--- src/rtl/morse_pkg.sv ---
// Shared definitions for the Morse element sequencer: symbol codes,
// per-symbol mark/space unit counts and the FSM state encoding.
package morse_pkg;

    // Unit counter width; the longest phase is the 6-unit word-gap space.
    localparam int UNIT_W = 3;

    typedef enum logic [1:0] {
        SYM_DOT  = 2'd0,
        SYM_DASH = 2'd1,
        SYM_LGAP = 2'd2,
        SYM_WGAP = 2'd3
    } sym_e;

    typedef enum logic [1:0] {
        ST_IDLE  = 2'd0,
        ST_MARK  = 2'd1,
        ST_SPACE = 2'd2
    } state_e;

    // Mark (key down) and space (key up) lengths in Morse units.
    localparam logic [UNIT_W-1:0] DOT_MARK   = 3'd1;
    localparam logic [UNIT_W-1:0] DOT_SPACE  = 3'd1;
    localparam logic [UNIT_W-1:0] DASH_MARK  = 3'd3;
    localparam logic [UNIT_W-1:0] DASH_SPACE = 3'd1;
    localparam logic [UNIT_W-1:0] LGAP_MARK  = 3'd0;
    localparam logic [UNIT_W-1:0] LGAP_SPACE = 3'd2;
    localparam logic [UNIT_W-1:0] WGAP_MARK  = 3'd0;
    localparam logic [UNIT_W-1:0] WGAP_SPACE = 3'd6;

    typedef struct packed {
        logic [UNIT_W-1:0] mark;
        logic [UNIT_W-1:0] space;
    } units_t;

    // Look up the mark/space unit pair for a symbol code.
    function automatic units_t sym_units(input logic [1:0] code);
        units_t u;
        case (code)
            SYM_DOT:  u = '{mark: DOT_MARK,  space: DOT_SPACE};
            SYM_DASH: u = '{mark: DASH_MARK, space: DASH_SPACE};
            SYM_LGAP: u = '{mark: LGAP_MARK, space: LGAP_SPACE};
            default:  u = '{mark: WGAP_MARK, space: WGAP_SPACE};
        endcase
        return u;
    endfunction

endpackage

--- src/rtl/unit_tick_gen.sv ---
// Programmable unit-length divider. After a restart the first tick comes
// exactly div cycles later, then every div cycles until the next restart.
// div must be non-zero; the counter never exceeds div, so it cannot wrap.
module unit_tick_gen #(
    parameter int DIV_W = 24
) (
    input  logic             clk,
    input  logic             rst,
    input  logic             restart,
    input  logic [DIV_W-1:0] div,
    output logic             tick
);

    logic [DIV_W-1:0] cnt;

    assign tick = (cnt == div);

    // Divider counter: reload to 1 on restart or tick, otherwise count up.
    always_ff @(posedge clk) begin
        // NOTE: non-blocking assignments so every flop samples pre-edge values.
        if (rst) begin
            cnt <= '0;
        end else if (restart || tick) begin
            cnt <= DIV_W'(1);
        end else begin
            cnt <= cnt + DIV_W'(1);
        end
    end

endmodule

--- src/rtl/morse_element_sequencer.sv ---
// Turns one Morse symbol (dot, dash, letter gap, word gap) into a timed
// key_out waveform: a mark phase of mark*D cycles followed by a space phase
// of space*D cycles, with done flagging the final cycle of the symbol.
module morse_element_sequencer
    import morse_pkg::*;
#(
    parameter int DIV_W = 24
) (
    input  logic             clk,
    input  logic             rst,
    input  logic [DIV_W-1:0] unit_div,
    input  logic             sym_valid,
    input  logic [1:0]       sym_code,
    output logic             sym_ready,
    output logic             key_out,
    output logic             busy,
    output logic             done
);

    state_e            state;
    state_e            next_state;
    units_t            units_q;
    logic [DIV_W-1:0]  d_q;
    logic [UNIT_W-1:0] unit_cnt;
    logic              tick;
    logic              restart;
    logic              mark_last;
    logic              space_last;

    // The final tick of each phase ends that phase.
    assign mark_last  = tick && (unit_cnt == units_q.mark  - UNIT_W'(1));
    assign space_last = tick && (unit_cnt == units_q.space - UNIT_W'(1));

    // Hold the divider at its start point while idle and realign it on every
    // phase change, so each phase starts with a full unit.
    assign restart = (state == ST_IDLE) || (next_state != state);

    // State register.
    always_ff @(posedge clk) begin
        if (rst) begin
            state <= ST_IDLE;
        end else begin
            state <= next_state;
        end
    end

    // Next-state logic: acceptance only in IDLE, phases end on their last tick.
    always_comb begin
        // NOTE: default first so every path assigns next_state (no latch).
        next_state = state;
        case (state)
            ST_IDLE: begin
                if (sym_valid) begin
                    next_state = (sym_units(sym_code).mark != '0) ? ST_MARK : ST_SPACE;
                end
            end
            ST_MARK: begin
                if (mark_last) next_state = ST_SPACE;
            end
            ST_SPACE: begin
                if (space_last) next_state = ST_IDLE;
            end
            default: next_state = ST_IDLE;
        endcase
    end

    // Status outputs decoded from the current state.
    always_comb begin
        sym_ready = (state == ST_IDLE);
        busy      = (state == ST_MARK) || (state == ST_SPACE);
        done      = (state == ST_SPACE) && space_last;
    end

    // Symbol parameters are captured only on acceptance and held while busy.
    always_ff @(posedge clk) begin
        if (rst) begin
            units_q <= '0;
            d_q     <= DIV_W'(1);
        end else if ((state == ST_IDLE) && sym_valid) begin
            units_q <= sym_units(sym_code);
            d_q     <= (unit_div == '0) ? DIV_W'(1) : unit_div;
        end
    end

    // Unit counter: counts completed units within the current phase.
    always_ff @(posedge clk) begin
        if (rst || restart) begin
            unit_cnt <= '0;
        end else if (tick) begin
            unit_cnt <= unit_cnt + UNIT_W'(1);
        end
    end

    // Registered key output, high for every cycle spent in MARK.
    always_ff @(posedge clk) begin
        if (rst) begin
            key_out <= 1'b0;
        end else begin
            key_out <= (next_state == ST_MARK);
        end
    end

    unit_tick_gen #(
        .DIV_W (DIV_W)
    ) u_unit_tick_gen (
        .clk     (clk),
        .rst     (rst),
        .restart (restart),
        .div     (d_q),
        .tick    (tick)
    );

endmodule

--- config.mk ---
export PLATFORM = sky130hd
export DESIGN_NAME = morse_element_sequencer
export DESIGN_NICKNAME = d
export VERILOG_FILES = /design/src/rtl/morse_pkg.sv /design/src/rtl/unit_tick_gen.sv /design/src/rtl/morse_element_sequencer.sv
export SDC_FILE = /design/constraint.sdc
export NUM_CORES = 1
export LEC_CHECK = 0
export CORE_MARGIN = 2
export CORE_UTILIZATION = 50
export CTS_CLUSTER_SIZE = 10
export DETAILED_ROUTE_END_ITERATION = 10
export PLACE_DENSITY = 0.82
export SLEW_MARGIN = 20
export SYNTH_ARGS = -nofsm -noshare
export SYNTH_HDL_FRONTEND = slang
export SYNTH_SLANG_ARGS = --single-unit
--- constraint.sdc ---
create_clock -name clk -period 1.9 [get_ports clk]
set_input_delay 0.38 -clock clk [delete_from_list [all_inputs] [get_ports clk]]
set_output_delay 0.38 -clock clk [all_outputs]
set_load 0.1 [all_outputs]
==> results.txt <==
Port Buffers: 32
Final hold violations: 0
Failing checks: setup timing
CTS sink cnt: 58
Clk_lat worst skew: 350 ps
Cell area after layout: 0.00417 mm2
Synth warnings: 0
Unrepaired setup endpoints after global routing: yes
TritonCTS Buffers: 9
Synth-to-layout area growth: 44.1%
Crit path max-delay cell type: nor4_4
Max clock buf depth: 2
Global-route wire length before repair: 12.6 mm
Gr usage total: 0.260
Drt first pass iters: 7
Post-DP HPWL: 4.99 mm
Via-per-instance ratio: 6.09
VDD IR max: 0.622 mV
Startpoint Class: flop
Slew Viols, Final: 0
Routability Congestion: 0.848
Starting density of the core: 0.523
CP peak stage delay: 400 ps
Compound-Gate Fraction of Synth Area: 0.103
Vias: 2979
Overflow after GRT: 0
Simple-Gate Fraction of Synth Area: 0.250
Final Cycle Share: 1.32
Layout Skew: 11.0 ps
Minimum clock period: 2520 ps
Fraction of synthesized area in multiplexers: 0.00346
Layout cells sized above 1: 0.307
Worst setup margin: -615 ps
Worst-Margin Slew: 459 ps
CP arrival: 2140 ps
Max Freq: 398 MHz
Run status: finished with violations
Worst hold margin: 463 ps
Setup CP Type: reg2out
Post-synthesis adder-cell area fraction: 0.0346
Die width: 80.1 um
Crit end category: output port
CP Cell Sequence: xnor2_1 > nand4_1 > nor4_4 > and2_4 > and3_4 > buf_12
TritonCTS clock tree: built
# Max-Cap Violations: 0
DRC: 0
Pin count of the biggest net entering global routing: 30
Power per cell area: 864 mW/mm2
Count of different cell masters after synthesis: 40
#FFs+latches synth: 58
Die area: 0.00642 mm2
Die Ht: 80.1 um
Mapped Nets: 378
Worst Path Required: 1520 ps
Htree depth: 3
I/O pin cnt: 33
Mean post-synth cell area: 8.49 um2
Hold/Removal Path Class: reg2reg
Number of global-route vias before repair: 2624
Num rows: 27
WL final: 9.72 mm
CTS clk-pin slew, worst paths: 70 ps
Seq/Total Area, Yosys: 0.401
Diodes inserted: 0
Wire length per cell: 19.9 um
Fin nets: 449
Crit Path Max Fanout: 4
Antenna violations before repair: 0
Clock root buffer: clkbuf_8
Static Leak: 1.51 nW
Placed inst area: 0.00357 mm2
Core area: 0.00554 mm2
Post-synth design cell area: 0.00290 mm2
Setup TNS: -10370 ps
Initial DRC count: 338
Post-Syn Instances: 341
Slew headroom: 0.691
Post-route ant nets: 0
Final setup fails: 31
Main combinational cell family by area after synthesis: simple AND/OR/NAND/NOR gates
Post-synthesis xor/xnor area fraction: 0.163
==> power breakdown <==
part | leakage (nW) | total [mW] | switching, mW | internal, mW
combinational | 0.909 | 0.916 | 0.508 | 0.408
sequential | 0.480 | 1.33 | 0.0573 | 1.28
clock | 0.119 | 1.36 | 0.513 | 0.844
==> synth_stat cells (all sizes together) <==
master / n / area share
nand2: 63 / 0.082
dfxtp: 58 / 0.40
xnor2: 39 / 0.12
nor3: 31 / 0.057
a21oi: 29 / 0.050
xor2: 15 / 0.045
nor2: 12 / 0.016
nand4: 10 / 0.022
clkbuf: 9 / 0.012
inv: 9 / 0.012
ha: 8 / 0.035
and3: 7 / 0.015
buf: 7 / 0.021
nand3: 7 / 0.012
nor4: 7 / 0.020
a311oi: 3 / 0.0091
o21ai: 3 / 0.0052
a21o: 2 / 0.0052
a31oi: 2 / 0.0065
and2: 2 / 0.0043
and4: 2 / 0.0060
nand2b: 2 / 0.0043
nand3b: 2 / 0.0052
o21bai: 2 / 0.0052
or2: 2 / 0.0043
a21boi: 1 / 0.0026
a22o: 1 / 0.0030
a22oi: 1 / 0.0073
a41o: 1 / 0.0035
mux2i: 1 / 0.0035
nor3b: 1 / 0.0026
o2111ai: 1 / 0.0030
o21a: 1 / 0.0026
==> logic make-up (layout without fill, tap and decap cells) <==
group           after synthesis  after routing
simple gates                148            148
flops                        58             58
fa+ha+maj                     8              8
compound gates               47             47
mux                           1              1
xor+xnor                     54             54
buf+inv                      25            101
==> layer usage <==
layer  GRT usage  vias to the layer above  share of wire
li1            -                     1313              -
met1       0.316                     1393           0.38
met2       0.439                      213           0.48
met3      0.0449                       60          0.079
met4       0.132                        0          0.062
met5           0                        -              0
==> critical path: cells and delay by family (launching register included) <==
family,cells,cell delay (ps)
DFF,1,360
xor gates and xnor gates,1,230
and+or+nand+nor,4,1020
buffers and inverters,1,170
==> metrics by stage <==
step / instances / total power [mW] / util / setup slack, ps
after global routing: 489 / 3.70 / 0.753 / -638
final: 489 / 3.61 / 0.753 / -615
after global placement: 463 / 2.02 / 0.645 / -63.7
after floorplan: 341 / 1.81 / - / -138
after detailed placement: 463 / 2.03 / 0.645 / -108
after CTS: 486 / 3.48 / 0.720 / -335
==> registers in the layout, summed over array words and instances, names as in the netlist <==
register / count
u_unit_tick_gen.cnt: 24
units_q: 4
key_out: 1
unit_cnt: 3
state: 2
d_q: 24
==> area by class of cell <==
cell class	count	area, um2
clock buffer	12	165
clock inverter	4	72.6
fill	320	1370
inverter	9	33.8
multi-input combinational	258	1850
sequential	58	1190
tap	72	90.1
timing repair buffer	76	773
==> worst paths after layout <==
path                                              from                 endpoint  slack [ps]  cells after the start
worst max-delay path            u_unit_tick_gen.cnt[1]                     done        -620                      6
worst min-delay path                        units_q[4]               units_q[4]         460                      2
worst max register to register  u_unit_tick_gen.cnt[1]  u_unit_tick_gen.cnt[19]        -410                      9
worst min register to register              units_q[4]               units_q[4]         460                      2
==> what timing repair did <==
action | in CTS | in global routing
hold buffers | 0 | 0
setup endpoints to repair | 28 | 30
pin swaps | 13 | 24
setup buffers | 5 | 4
resized for setup | 22 | 34
cloned | 2 | 1
==> cell usage in the layout, fill, tap and decap left out, drive strengths merged <==
cell type,count
and2,2
a41o,1
nor3,31
a21oi,29
o2111ai,1
and3,7
a21o,2
o21ai,3
clkinvlp,1
o21a,1
ha,8
nor2,12
bufinv,2
a22oi,1
nand4,10
xnor2,39
nor3b,1
nand2b,2
o21bai,2
nand3,7
clkdlybuf4s50,28
clkbuf,13
clkinv,1
inv,9
mux2i,1
nand2,63
xor2,15
buf,47
a21boi,1
or2,2
a31oi,2
nor4,7
a311oi,3
and4,2
nand3b,2
dfxtp,58
a22o,1
(Power assumes the default switching activity.)
